## src/rtl/bp_io_host_encoder.sv

```systemverilog
// Host-to-BlackParrot bridge: decodes 32-bit host words into BedRock uncached I/O commands and returns read data.
// Optional response watchdog and late-response drain are enabled with `define BP_IO_HOST_TIMEOUT_EN.
module bp_io_host_encoder
    #(parameter int paddr_width_p         = 40
    , parameter int lce_id_width_p        = 4
    , parameter int lce_assoc_p           = 8
    , parameter int uce_mem_data_width_lp = 64
    , parameter logic [paddr_width_p-1:0]  base_addr_p = '0
    , parameter logic [lce_id_width_p-1:0] lce_id_p    = '0
    , parameter int timeout_cycles_p      = 1024
    , localparam int way_id_width_lp      = (lce_assoc_p > 1) ? $clog2(lce_assoc_p) : 1
    , localparam int payload_width_lp     = lce_id_width_p + way_id_width_lp + 5
    , localparam int header_width_lp      = 4 + 4 + paddr_width_p + 3 + payload_width_lp
    , localparam int uce_mem_msg_width_lp = uce_mem_data_width_lp + header_width_lp
    )
    (input  logic                            clk_i
    , input  logic                            reset_i
    , input  logic [31:0]                     data_i
    , input  logic                            v_i
    , output logic                            ready_and_o
    , output logic [uce_mem_msg_width_lp-1:0] io_cmd_o
    , output logic                            io_cmd_v_o
    , input  logic                            io_cmd_ready_and_i
    , input  logic [uce_mem_msg_width_lp-1:0] io_resp_i
    , input  logic                            io_resp_v_i
    , output logic                            io_resp_yumi_o
    , output logic [31:0]                     data_o
    , output logic                            v_o
    , input  logic                            ready_i
    );

    typedef enum logic [1:0] {e_ready, e_send, e_wait, e_return} state_e;

    localparam logic [3:0] e_bedrock_mem_uc_rd  = 4'b0010;
    localparam logic [3:0] e_bedrock_mem_uc_wr  = 4'b0011;
    localparam logic [2:0] e_bedrock_msg_size_1 = 3'b000;

    // Header packs {payload, size, addr, subop, msg_type} from MSB to LSB; data sits above the header.
    localparam int addr_lsb_lp   = 8;
    localparam int size_lsb_lp   = addr_lsb_lp + paddr_width_p;
    localparam int lce_id_lsb_lp = header_width_lp - lce_id_width_p;
    localparam int data_lsb_lp   = header_width_lp;

    state_e      state_r, state_n_s;
    logic        write_r;
    logic [22:0] addr_r;
    logic [7:0]  wdata_r;
    logic [7:0]  rdata_r;
    logic        err_r;

    logic [uce_mem_msg_width_lp-1:0] cmd_s;
    logic [7:0] resp_byte_s;
    logic       accept_s;
    logic       wait_yumi_s;
    logic       timeout_s;
    logic       unused_s;

    assign resp_byte_s = io_resp_i[data_lsb_lp +: 8];
    assign accept_s    = (state_r == e_ready) & v_i;
    assign wait_yumi_s = (state_r == e_wait) & io_resp_v_i;

`ifdef BP_IO_HOST_TIMEOUT_EN
    localparam int cnt_width_lp = $clog2(timeout_cycles_p + 1);
    localparam logic [cnt_width_lp-1:0] cnt_last_lp = cnt_width_lp'(timeout_cycles_p - 1);

    logic [cnt_width_lp-1:0] cnt_r;

    // The limit is reached by the increment of an unanswered e_wait cycle, so a response that cycle wins.
    assign timeout_s = (state_r == e_wait) & ~io_resp_v_i & (cnt_r == cnt_last_lp);

    // Watchdog: clears on entry to e_wait, counts e_wait cycles without a response.
    always_ff @(posedge clk_i) begin
        if (reset_i) begin
            cnt_r <= '0;
        end else if ((state_r == e_send) && io_cmd_ready_and_i) begin
            cnt_r <= '0;
        end else if ((state_r == e_wait) && !io_resp_v_i) begin
            cnt_r <= cnt_r + cnt_width_lp'(1);
        end
    end

    assign unused_s = ^{io_resp_i[uce_mem_msg_width_lp-1:data_lsb_lp+8], io_resp_i[data_lsb_lp-1:0]};
`else
    assign timeout_s = 1'b0;
    assign unused_s  = ^{io_resp_i[uce_mem_msg_width_lp-1:data_lsb_lp+8], io_resp_i[data_lsb_lp-1:0],
                         (timeout_cycles_p > 0)};
`endif

    // FSM state register.
    always_ff @(posedge clk_i) begin
        if (reset_i) begin
            state_r <= e_ready;
        end else begin
            state_r <= state_n_s;
        end
    end

    // Captures the host word, the response byte, and the error flag.
    always_ff @(posedge clk_i) begin
        if (reset_i) begin
            write_r <= 1'b0;
            addr_r  <= 23'h0;
            wdata_r <= 8'h00;
            rdata_r <= 8'h00;
            err_r   <= 1'b0;
        end else begin
            if (accept_s) begin
                write_r <= data_i[31];
                addr_r  <= data_i[30:8];
                wdata_r <= data_i[7:0];
                err_r   <= 1'b0;
            end
            if (wait_yumi_s) begin
                rdata_r <= resp_byte_s;
                err_r   <= 1'b0;
            end else if (timeout_s) begin
                rdata_r <= write_r ? 8'h00 : 8'hFF;
                err_r   <= 1'b1;
            end
        end
    end

    // Builds the BedRock uncached command from the registered host word.
    always_comb begin
        cmd_s = '0;
        cmd_s[3:0] = write_r ? e_bedrock_mem_uc_wr : e_bedrock_mem_uc_rd;
        cmd_s[addr_lsb_lp +: paddr_width_p] = base_addr_p | {{(paddr_width_p-23){1'b0}}, addr_r};
        cmd_s[size_lsb_lp +: 3] = e_bedrock_msg_size_1;
        cmd_s[lce_id_lsb_lp +: lce_id_width_p] = lce_id_p;
        cmd_s[data_lsb_lp +: 8] = write_r ? wdata_r : 8'h00;
    end

    // Next-state and output decode; every output is forced low while reset is asserted.
    always_comb begin
        state_n_s      = state_r;
        ready_and_o    = 1'b0;
        io_cmd_v_o     = 1'b0;
        io_cmd_o       = '0;
        io_resp_yumi_o = 1'b0;
        v_o            = 1'b0;
        data_o         = 32'h0;
        if (reset_i) begin
            state_n_s = e_ready;
        end else begin
            case (state_r)
                e_ready: begin
                    ready_and_o = 1'b1;
`ifdef BP_IO_HOST_TIMEOUT_EN
                    io_resp_yumi_o = io_resp_v_i;
`endif
                    if (v_i) begin
                        state_n_s = e_send;
                    end else begin
                        state_n_s = e_ready;
                    end
                end
                e_send: begin
                    io_cmd_v_o = 1'b1;
                    io_cmd_o   = cmd_s;
                    if (io_cmd_ready_and_i) begin
                        state_n_s = e_wait;
                    end else begin
                        state_n_s = e_send;
                    end
                end
                e_wait: begin
                    io_resp_yumi_o = io_resp_v_i;
                    if (io_resp_v_i) begin
                        state_n_s = write_r ? e_ready : e_return;
                    end else if (timeout_s) begin
                        state_n_s = e_return;
                    end else begin
                        state_n_s = e_wait;
                    end
                end
                e_return: begin
                    v_o    = 1'b1;
                    data_o = {err_r, addr_r, rdata_r};
                    if (ready_i) begin
                        state_n_s = e_ready;
                    end else begin
                        state_n_s = e_return;
                    end
                end
                default: begin
                    state_n_s = e_ready;
                end
            endcase
        end
    end

endmodule

```

## config.mk

```make
export PLATFORM = sky130hd
export DESIGN_NAME = bp_io_host_encoder
export DESIGN_NICKNAME = d
export VERILOG_FILES = /design/src/rtl/bp_io_host_encoder.sv
export SDC_FILE = /design/constraint.sdc
export NUM_CORES = 1
export LEC_CHECK = 0
export ABC_CLOCK_PERIOD_IN_PS = 1500
export CAP_MARGIN = 20
export CORE_AREA = 2 2 128 130
export CTS_CLUSTER_SIZE = 20
export DETAILED_ROUTE_END_ITERATION = 6
export DIE_AREA = 0 0 130 132
export PLACE_DENSITY = 0.61
export SLEW_MARGIN = 20
export SYNTH_ARGS = -nofsm -noshare
export SYNTH_HDL_FRONTEND = slang
export SYNTH_SLANG_ARGS = --single-unit
```

## constraint.sdc

```tcl
create_clock -name clk_i -period 1.5 [get_ports clk_i]
set_input_delay 0.15 -clock clk_i [delete_from_list [all_inputs] [get_ports clk_i]]
set_output_delay 0.15 -clock clk_i [all_outputs]
set_load 0.005 [all_outputs]
```

# Word-level counts from Yosys, hierarchy flattened
# Cells that the tools add are included.
[word_totals]
regBits = 42
in_bits = 165
out_inout_bits = 163
wordCells = 31
[op_classes]
n_eq_ne = 3
mux = 20
bitwise = 2
n_reduce_logical = 1
[ops]
columns = ["op", "count"]
rows = [
  ["71-bit 2-to-1 mux", 2],
  ["31-bit 2-to-1 mux", 2],
  ["1-bit 2-to-1 mux", 10],
  ["2-bit 2-to-1 mux", 4],
  ["8-bit 2-to-1 mux", 1],
  ["2-bit case mux with 4 select lines", 1],
  ["2-bit equality test (second input constant)", 2],
  ["1-bit AND", 2],
  ["2-bit by 1-bit equality test with 1-bit output (second input constant)", 1],
  ["2-bit zero test", 1],
]

# Longest topological paths before layout
[logic_depth]
depth_word = 3
ltp_mapped = 6
ltp_nobuf = 3

# Worst setup path before layout
# No wires, ideal clock.
[synth_timing]
kind = "reg2reg"
startpoint = "register state_r[1]"
endpoint = "register write_r"
setup_ns = 0.132
arrival_time_ns = 1.153
t_required_ns = 1.368
setup_slack_ns = 0.214
path_stages_with_launch = 7
path_buffers = 3
synth_period_minus_slack_ns = 1.286
cell_sequence = "dfxtp_1 -> buf_6 -> or3b_1 -> buf_2 -> buf_6 -> nand2_1 -> a21oi_1"
[synth_via]
elab_chain_cells = 2
[synth_lines]
columns = ["element", "line_no", "rtl"]
rows = [
  ["start, declared", "44", "state_e state_r, state_n_s;"],
  ["start signal, assigned", "92", "state_r <= e_ready;"],
  ["start signal, assigned", "94", "state_r <= state_n_s;"],
  ["2-bit zero test", "59", "assign accept_s = (state_r == e_ready) & v_i;"],
  ["1-bit AND", "59", ""],
  ["end signal, assigned", "108", "write_r <= data_i[31];"],
  ["end, declared", "45", "logic write_r;"],
]
# No other way between the ends.
# A chain may end at the register's enable or synchronous reset.

# Worst setup path in the final report
[layout_timing]
startpoint = "register state_r[0]"
endpoint = "output io_cmd_o[23]"
[layout_via]
elab_chain_cells = 3
[layout_lines]
columns = ["element", "line_no", "rtl"]
rows = [
  ["2-bit by 1-bit equality test with 1-bit output", "145", "case (state_r)"],
  ["71-bit 2-to-1 mux", "145", ""],
  ["71-bit 2-to-1 mux", "142", "if (reset_i) begin"],
  ["end, declared", "21", ", output logic [uce_mem_msg_width_lp-1:0] io_cmd_o"],
]
# No other way between the ends.

==> metrics.md <==
| Metric | Value |
|---|---|
| Routed length per instance | `~12 microns` |
| Placed insts | `672` |
| Critical path class | `reg2out` |
| Tot Pwr | `between 3000 and 4000 uW` |
| Bufs on Longest Clock Path | `2` |
| First-pass detailed-route iteration total | `4` |
| GP Congestion | `roughly 0.63` |
| Capturing point of the worst reg2reg path | `wdata_r[4]` |
| Share of synthesized cell area in full adder, half adder and majority cells | `0` |
| Die area | `~17000 sq um` |
| Slew Limit Fails | `0` |
| Reg2Reg Launch Point | `state_r[1]` |
| CTS tree | `done` |
| Hpwl dp | `around 5700 microns` |
| Sink Count | `between 40 and 50` |
| DR vias/cell | `3.40` |
| Worst clock skew | `between 0.009 and 0.01 ns` |
| Crit path required time | `~1.4 ns` |
| Min-delay worst type | `in2reg` |
| Fill cells | `~1700` |
| CP max-delay cell | `dfxtp_4` |
| Worst Path Max Fanout | `4` |
| CP startpoint kind | `flip-flop` |
| Final setup violation count | `48` |
| Worst hold path startpoint | `reset_i` |
| Vias | `approximately 2400` |
| Worst IR Drop VDD | `roughly 380 uV` |
| DR DRC count | `0` |
| Total negative slack | `-3.96 ns` |
| Area grow syn2layout | `67.4%` |
| Port buffer count | `approximately 110` |
| PnR worst setup slack | `-0.182 ns` |
| XOR/XNOR share of the synthesized area | `0` |
| RSZ-0062 raised after global routing | `true` |
| Final Non-Filler Cells | `approximately 710` |
| Post-synthesis sequential area ratio | `0.310` |
| Starting Density | `0.173` |
| Site row count | `46` |
| Tcrit/Tclk final | `1.12` |
| DP Area | `between 3000 and 4000 sq um` |
| Fin. Hold Viols | `0` |
| Final Critical Period | `about 1.7 ns` |
| R2R depth | `5` |
| R2r setup slk | `about 0.070 ns` |
| Post-Synth Simple-Gate Area | `0.278` |
| Count of cell types in the netlist | `20` |
| Kind of cell adding the most delay to the critical path | `buffers and inverters` |
| Yosys Warn Count | `0` |
| Hold Path Cell Cnt | `3` |
| Largest family of logic cells by synthesized area | `buffers and inverters` |
| Total core area | `~16000 sq um` |
| Starting DRT DRC Count | `55` |
| All-Layer GR Usage | `0.0991` |
| Fin nets | `~660` |
| Global-route wire length before repair | `approximately 13000 microns` |
| Hold endpoint | `addr_r[20]` |
| Number of global-route vias before repair | `around 2100` |
| Outcome | `finished with violations` |
| LEAKAGE | `0.00213 uW` |
| Maxcap violations | `0` |
| Syn Area/Cell | `about 7.7 sq um` |
| Most used cell, CP | `buf_6` |
| Root Driver | `clkbuf_16` |
| Boundary Pins | `approximately 330` |
| Worst Setup End Kind | `output pin` |
| Gr ovfl total | `0` |
| WP data arrival | `between 1.5 and 2 ns` |
| Vert. Die Dim | `between 100 and 150 microns` |
| Critical Path Max Stage Delay | `about 0.36 ns` |
| Mapped cell area | `2710 sq um` |
| Most common cell after layout, fill and taps aside | `conb_1` |
| Hold Buf Count CTS | `0` |
| Largest net degree at the start of global routing | `28` |
| Layout cells sized above 1 | `0.366` |
| CP Buf/Inv Count | `5` |
| DIE WIDTH | `roughly 130 microns` |
| Initial antenna violation count | `1` |
| Yosys reg bits | `42` |
| Post-Route WL | `around 9000 microns` |
| CP Cell Sequence | `nor3b_4 -> buf_6 -> buf_6 -> buf_12 -> buf_6 -> and2_4 -> buf_6` |
| Post-synthesis mux area share | `0.0295` |
| Setup WS pre-CTS | `-0.165 ns` |
| Synth Instances | `353` |
| Failing checks | `negative setup slack` |
| Clk_lat worst skew | `around 0.30 ns` |
| Antenna-violating nets left | `0` |
| Power per cell area | `between 600 and 700 nW/um^2` |
| H-tree levels | `2` |
| Synth Area in Compound Gates | `0.0701` |
| Fin area | `between 4000 and 5000 sq um` |
| Clock transition at path regs | `~0.07 ns` |
| Num CTS Buffers | `5` |
| Most frequent cells in the layout | `conb_1 (95), buf_6 (80), nand2_1 (64), and2_4 (49), clkdlybuf4s50_1 (44)` |
| Fmax | `0.594 GHz` |
==> cell families after synthesis <==
group                  after synthesis
AOI/OAI and AO/OA                   36
other                                1
and+or+nand+nor                    148
muxes                                8
buffers and inverters              118
DFF                                 42
==> per-stage QoR <==
stage | utilization | hold WS [ns]
2_1_floorplan | - | 0.286
6_report | 0.289 | 0.369
4_1_cts | 0.271 | 0.358
5_1_grt | 0.289 | 0.381
3_3_place_gp | 0.241 | 0.440
3_5_place_dp | 0.241 | 0.444
==> worst max path at each step <==
| stage | startpoint | endpoint | slack (ns) | cells after the start |
|---|---|---|---|---|
| after detailed placement | state_r[1] | data_o[1] | -0.16 | 5 |
| final | state_r[0] | io_cmd_o[23] | -0.18 | 7 |
| after floorplan | state_r[1] | write_r | 0.21 | 6 |
| after CTS | state_r[1] | io_cmd_o[65] | -0.24 | 6 |
| after global routing | state_r[0] | io_cmd_o[23] | -0.24 | 7 |
| after global placement | state_r[1] | data_o[1] | -0.14 | 5 |
==> timing repair <==
| item | CTS | global route |
|---|---|---|
| gates cloned | 5 | 1 |
| endpoints found under the setup margin | 68 | 75 |
| setup buffers | 29 | 7 |
| gates resized for setup | 331 | 101 |
| pin swaps | 29 | 16 |
==> power by group <==
group	leakage, uW	switching (uW)	internal [uW]	total (uW)
clock network	0.0000629	465	609	1070
logic	0.00172	324	358	682
registers	0.000345	55.1	1190	1250
total	0.00213	844	2160	3000
==> sequential cells by signal, summed over array words and instances, names as in the netlist <==
signal,cells
write_r,1
addr_r,23
state_r,2
wdata_r,8
rdata_r,8
==> routing by layer <==
| layer | global-route usage | part of all wire |
|---|---|---|
| met5 | 0 | 0 |
| met4 | 0.0341 | 0.015 |
| met3 | 0.0321 | 0.075 |
| met2 | 0.162 | 0.49 |
| met1 | 0.122 | 0.42 |
==> layout make-up <==
class,count,area (sq um),area share
multi-input cells,287,1570,0.345
clock buffers,6,129,0.0284
clock inverters,1,7.51,0.00165
flip-flops and latches,42,848,0.187
well taps,216,270,0.0595
diodes,1,2.50,0.000551
repair buffers,158,1720,0.378
==> worst min-delay path, delay by kind of cell <==
kind	cells	cell delay, ns
buffers and inverters	2	0.35
AO/OA/AOI/OAI	1	0.12
==> cells in the mapped netlist <==
cell type  count  share of area
dfxtp_1       42           0.31
buf_2          9          0.017
mux2i_1        8          0.030
and3_1         8          0.018
clkbuf_1       9          0.012
nor3_1         2         0.0037
buf_6          4          0.017
nand2b_1       1         0.0023
nor2b_1        2         0.0046
or3b_1         2         0.0065
nor2_1        10          0.014
a21o_1         1         0.0028
nand3b_1       1         0.0028
nand2_1       65          0.090
buf_4         96           0.27
a21oi_1       33          0.061
conb_1         1         0.0014
a311oi_1       2         0.0065
and2_1        55           0.13
nor3b_2        2         0.0092
No activity file was read; power rests on OpenSTA's default activity.
